**config.mk**
```make
export PLATFORM = sky130hd
export DESIGN_NAME = dccm_port_arb
export DESIGN_NICKNAME = d
export VERILOG_FILES = /design/src/rtl/dccm_port_arb.sv
export SDC_FILE = /design/constraint.sdc
export NUM_CORES = 1
export LEC_CHECK = 0
export CORE_AREA = 2 2 129 131
export DETAILED_ROUTE_END_ITERATION = 7
export DIE_AREA = 0 0 131 133
export PLACE_DENSITY = 0.68
export SKIP_LAST_GASP = 1
export SLEW_MARGIN = 20
export SYNTH_ARGS = -nofsm -noshare
export SYNTH_HDL_FRONTEND = slang
export SYNTH_SLANG_ARGS = --single-unit
```
**constraint.sdc**
```tcl
create_clock -name clk -period 11.2 [get_ports clk]
set_input_delay 3.36 -clock clk [delete_from_list [all_inputs] [get_ports clk]]
set_output_delay 3.36 -clock clk [all_outputs]
set_load 0.05 [all_outputs]
```
**src/rtl/dccm_port_arb.sv**
```systemverilog
// rtl/dccm_port_arb.sv - LSU/DMA arbiter and read-tag sequencer for the single DCCM port; optional starvation guard via RV_DCCM_ARB_STARVE_EN
module dccm_port_arb #(
  parameter int ADDR_W     = 16,
  parameter int DATA_W     = 39,
  parameter int RD_LAT     = 1,
  parameter int STARVE_MAX = 7
) (
  input  logic              clk,
  input  logic              rst,
  input  logic              lsu_freeze,
  input  logic              lsu_req_valid,
  input  logic              lsu_req_wr,
  input  logic [ADDR_W-1:0] lsu_req_addr,
  input  logic [DATA_W-1:0] lsu_req_wdata,
  output logic              lsu_stall,
  output logic              lsu_rsp_valid,
  output logic [DATA_W-1:0] lsu_rsp_data,
  input  logic              dma_req_valid,
  output logic              dma_req_ready,
  input  logic              dma_req_wr,
  input  logic [ADDR_W-1:0] dma_req_addr,
  input  logic [DATA_W-1:0] dma_req_wdata,
  output logic              dma_rsp_valid,
  output logic [DATA_W-1:0] dma_rsp_data,
  output logic              dma_starved,
  output logic              dccm_wren,
  output logic              dccm_rden,
  output logic [ADDR_W-1:0] dccm_wr_addr,
  output logic [ADDR_W-1:0] dccm_rd_addr_lo,
  output logic [ADDR_W-1:0] dccm_rd_addr_hi,
  output logic [DATA_W-1:0] dccm_wr_data,
  input  logic [DATA_W-1:0] dccm_rd_data_lo
);

  // Single-entry DMA request buffer
  logic              buf_valid;
  logic              buf_wr;
  logic [ADDR_W-1:0] buf_addr;
  logic [DATA_W-1:0] buf_wdata;

  // Arbitration results for the current cycle
  logic              lsu_grant;
  logic              dma_grant;
  logic              dma_accept;
  logic              starved;

  // Selected access driven onto the DCCM port
  logic              iss_valid;
  logic              iss_wr;
  logic [ADDR_W-1:0] iss_addr;
  logic [DATA_W-1:0] iss_wdata;

  // Read tag pipe: per stage a valid bit and an owner bit (1 = DMA)
  logic [RD_LAT-1:0] tag_v;
  logic [RD_LAT-1:0] tag_dma;
  logic [RD_LAT-1:0] tag_v_d;
  logic [RD_LAT-1:0] tag_dma_d;
  logic              tag_out_v;
  logic              tag_out_dma;

  // Priority arbitration; reset masks every grant so all outputs sit at 0
  always_comb begin
    lsu_grant = 1'b0;
    dma_grant = 1'b0;
    lsu_stall = 1'b0;
    if (rst) begin
      lsu_grant = 1'b0;
    end else if (lsu_freeze) begin
      lsu_stall = lsu_req_valid;
    end else if (starved && buf_valid) begin
      dma_grant = 1'b1;
      lsu_stall = lsu_req_valid;
    end else if (lsu_req_valid) begin
      lsu_grant = 1'b1;
    end else if (buf_valid) begin
      dma_grant = 1'b1;
    end
  end

  // The buffer can take a new request whenever it is empty or draining this cycle
  assign dma_req_ready = !rst && (!buf_valid || dma_grant);
  assign dma_accept    = dma_req_valid && dma_req_ready;

  // Steer the winning requester onto the DCCM port
  always_comb begin
    iss_valid = lsu_grant || dma_grant;
    iss_wr    = 1'b0;
    iss_addr  = '0;
    iss_wdata = '0;
    if (lsu_grant) begin
      iss_wr    = lsu_req_wr;
      iss_addr  = lsu_req_addr;
      iss_wdata = lsu_req_wdata;
    end else if (dma_grant) begin
      iss_wr    = buf_wr;
      iss_addr  = buf_addr;
      iss_wdata = buf_wdata;
    end
  end

  // DCCM strobes; address/data buses are zero unless their strobe is active
  always_comb begin
    dccm_rden       = iss_valid && !iss_wr;
    dccm_wren       = iss_valid && iss_wr;
    dccm_rd_addr_lo = dccm_rden ? iss_addr : '0;
    dccm_rd_addr_hi = dccm_rden ? iss_addr : '0;
    dccm_wr_addr    = dccm_wren ? iss_addr : '0;
    dccm_wr_data    = dccm_wren ? iss_wdata : '0;
  end

  // DMA buffer: a same-cycle accept replaces the entry being granted
  always_ff @(posedge clk or posedge rst) begin
    if (rst) begin
      buf_valid <= 1'b0;
      buf_wr    <= 1'b0;
      buf_addr  <= '0;
      buf_wdata <= '0;
    end else if (dma_accept) begin
      buf_valid <= 1'b1;
      buf_wr    <= dma_req_wr;
      buf_addr  <= dma_req_addr;
      buf_wdata <= dma_req_wdata;
    end else if (dma_grant) begin
      buf_valid <= 1'b0;
    end
  end

  // Next tag pipe contents: new issue enters stage 0, older tags shift up
  generate
    if (RD_LAT == 1) begin : g_lat1
      assign tag_v_d   = dccm_rden;
      assign tag_dma_d = dma_grant;
    end else begin : g_latn
      assign tag_v_d   = {tag_v[RD_LAT-2:0], dccm_rden};
      assign tag_dma_d = {tag_dma[RD_LAT-2:0], dma_grant};
    end
  endgenerate

  // Tag pipe advances every cycle, freeze included; reset drops in-flight reads
  always_ff @(posedge clk or posedge rst) begin
    if (rst) begin
      tag_v   <= '0;
      tag_dma <= '0;
    end else begin
      tag_v   <= tag_v_d;
      tag_dma <= tag_dma_d;
    end
  end

  assign tag_out_v   = tag_v[RD_LAT-1];
  assign tag_out_dma = tag_dma[RD_LAT-1];

  // Route returning read data to its owner; data is zero when not valid
  always_comb begin
    lsu_rsp_valid = tag_out_v && !tag_out_dma;
    dma_rsp_valid = tag_out_v && tag_out_dma;
    lsu_rsp_data  = lsu_rsp_valid ? dccm_rd_data_lo : '0;
    dma_rsp_data  = dma_rsp_valid ? dccm_rd_data_lo : '0;
  end

`ifdef RV_DCCM_ARB_STARVE_EN
  localparam int CNT_W = (STARVE_MAX < 1) ? 1 : $clog2(STARVE_MAX + 1);
  localparam logic [CNT_W-1:0] CNT_MAX = CNT_W'(STARVE_MAX);

  logic [CNT_W-1:0] starve_cnt;
  logic [CNT_W-1:0] starve_cnt_d;

  // Count cycles where the buffered DMA request loses to the LSU; freeze holds the count
  always_comb begin
    starve_cnt_d = starve_cnt;
    if (dma_grant) begin
      starve_cnt_d = '0;
    end else if (buf_valid && !lsu_freeze && (starve_cnt != CNT_MAX)) begin
      starve_cnt_d = starve_cnt + 1'b1;
    end
  end

  // Counter and forced flag; forcing starts the cycle after the limit-th denial
  always_ff @(posedge clk or posedge rst) begin
    if (rst) begin
      starve_cnt <= '0;
      starved    <= 1'b0;
    end else begin
      starve_cnt <= starve_cnt_d;
      if (dma_grant) begin
        starved <= 1'b0;
      end else if (starve_cnt_d == CNT_MAX) begin
        starved <= 1'b1;
      end
    end
  end
`else
  // Pure LSU priority: DMA is never forced
  assign starved = 1'b0;
`endif

  assign dma_starved = starved;

endmodule
```
==> results.yml <==
route:
  vias: 4053
  vias_per_cell: 4.47
  detail-route-antenna-nets: 0
  dr.pass1.iters: 6
  drcViolationCount: 0
  wl_per_cell_um: 17.0
  drt_wl_total_um: 15400
  initialDrtViolationCount: 118
synth:
  ys_ff_latch: 59
  synth_top_area_frac: 0.383
  synth_largest_area_cell: "dfrtp_1"
  yosys-top-cells-count: "nor2_1 (75), dfrtp_1 (59), a22oi_1 (55), and2_1 (40), and3_1 (40)"
  syn_area_um2: 3860
  synthTopCellsByArea: "dfrtp_1 (38%), mux2_4 (11%), a22oi_1 (11%)"
  syn_inst: 392
  synth_flop_cell: "dfrtp_1"
  yosysMostFrequentCell: "nor2_1"
  synth.distinct_cells: 23
  synth_edf_count: 0
  synth_nets: 548
  yosysSeqAreaShare: 0.383
  ys_warn_count: 0
  postSynthAreaPerCell_um2: 9.84
  synthArstFlopShare: 1.00
floorplanning:
  die-area_um2: 17400
  rows: 47
  core_um2: 16200
  die_w_um: 131
  die-height_um: 133
  num_io_pins: 328
  initial_core_util: 0.239
clock_tree:
  cts_hold_buf: 0
  cts-resized-gates: 0
  clk_pin_slew_ps: 50
  cts_buffer_depth: 2
  htree_levels: 3
  cts-buffers-inserted: 9
  clock-sinks: 59
  cts_setup_buffers: 0
  root_buffer: "clkbuf_16"
  clk_latency_ps: 330
  cts_tree: "yes"
setup_path:
  worstPathCellList: "clkdlybuf4s50_1, nor4b_4, buf_4, a22oi_1, nor2_1, clkdlybuf4s50_1"
  cp_max_fo: 41
  crit_family: "buffers and inverters"
  end_kind: "primary output"
  path_class: "input port to primary output"
  cp-startpoint: "rst"
  cp_data_required_time_ps: 7840
  cp.arrival_ps: 5970
  cp.buffers_inverters: 3
  critical-path-slowest-cell: "clkdlybuf4s50_1"
  crit_top_cell: "clkdlybuf4s50_1"
  startpoint_type: "input port"
  cpPeakStageDelay_ps: 850
  r2r-start: "buf_valid"
global_route:
  grt_pass1_wl_um: 22000
  grt_util_all_layers: 0.166
  grt_pass1_vias: 4130
  grt_max_degree: 61
  overflow: 0
  antenna_found_initial: 0
hold_path:
  min_from: "buf_wdata[27]"
  hold_path_class: "flop to flop"
cells_and_area:
  stdcell_area_um2: 7440
  antenna-diode-count: 0
  fin_nets: 837
  fillers: 1485
  multi_input_area_um2: 2040
  drive_above_1_share: 0.122
  final_cells: 906
  sequential_cell_area_um2: 1480
  syn2layout_area_growth_pct: 92.9
sta:
  worst_slew_pin_slew_ps: 986
  period_share: 0.833
  setup_slack_ps: 1870
  fmax_mhz: 107
  fin_worst_skew_ps: 2.66
  final-hold-violation-count: 0
  slew_viol_final: 0
  holdWs_ps: 507
  min_period_ps: 9330
  setup_viol: 0
  fin_tns_setup_ps: 0
  slew_headroom: 0.342
  rsz0062_at_grt: "false"
run:
  cap_violations: 0
placement:
  place_area_um2: 7110
  place_inst: 890
  dp.final_hpwl_um: 12000
  post-place-ws_ps: 1880
  io_buffers: 326
  routabilityCongestion: 0.869
outcome:
  status: "finished, final reports clean"
power:
  peakVddDrop_uv: 84.4
  power_density_nw_per_um2: 146
  leakage_nw: 3.03
-- cells by family (layout without fill, tap and decap cells) --
| family | after synthesis | after routing | share of synthesized area |
|---|---|---|---|
| multiplexers | 56 | 56 | 0.192 |
| buffers and inverters | 57 | 351 | 0.0950 |
| AND/OR/NAND/NOR | 161 | 161 | 0.218 |
| AO/OA/AOI/OAI | 58 | 58 | 0.112 |
| flip-flops | 59 | 59 | 0.383 |
| other | 1 | 1 | 0.000972 |
-- layer usage --
metal	GRT usage	up-vias	routed length [um]
met5	0	-	0
met4	0.0579	0	300
met3	0.0461	18	1300
met2	0.303	204	7980
met1	0.182	1906	5850
li1	-	1925	-
-- sequential cells by signal, summed over array words and instances, names as in the netlist --
register   flops
tag_out_v      1
buf_wr         1
buf_addr      16
buf_wdata     39
tag_dma        1
buf_valid      1
-- final timing paths --
path	end	slack, ps	depth (start not counted)
min in group asynchronous	buf_valid	3800	3
min	buf_wdata[27]	510	1
max in group asynchronous	buf_wdata[32]	6870	3
min reg2reg	buf_wdata[27]	510	1
max	dccm_rd_addr_hi[2]	1870	6
max reg2reg	buf_wdata[25]	9120	3
-- layout make-up --
class                      instances  area share
timing repair buffer             332       0.444
multi-input combinational        276       0.274
sequential                        59       0.198
tap                              220      0.0370
clock buffer                      12      0.0345
clock inverter                     4     0.00975
inverter                           3     0.00151
-- where the power goes --
| group | internal [W] | total, W | leakage (nW) | switching [W] |
|---|---|---|---|---|
| registers | 0.000309 | 0.000375 | 0.692 | 0.0000657 |
| logic | 0.000216 | 0.000410 | 2.18 | 0.000194 |
| clock network | 0.000206 | 0.000301 | 0.159 | 0.0000951 |
-- cells in the final DEF (no fill, tap or decap), types with 2 or more instances in the layout --
master and count:
a22oi_1 55, and2_1 40, and3_1 40, buf_4 6, bufinv_16 2, clkbuf_16 9, clkbuf_8 2, clkdlybuf4s50_1 326
dfrtp_1 59, inv_2 2, mux2_2 27, mux2_4 29, nor2_1 75
-- metrics by stage --
stage | power [W] | util
floorplan | 0.000639 | -
global placement | 0.000779 | 0.440
detailed placement | 0.000791 | 0.440
CTS | 0.00110 | 0.460
global route | 0.00115 | 0.460
finish | 0.00109 | 0.460
(Power assumes the default switching activity.)
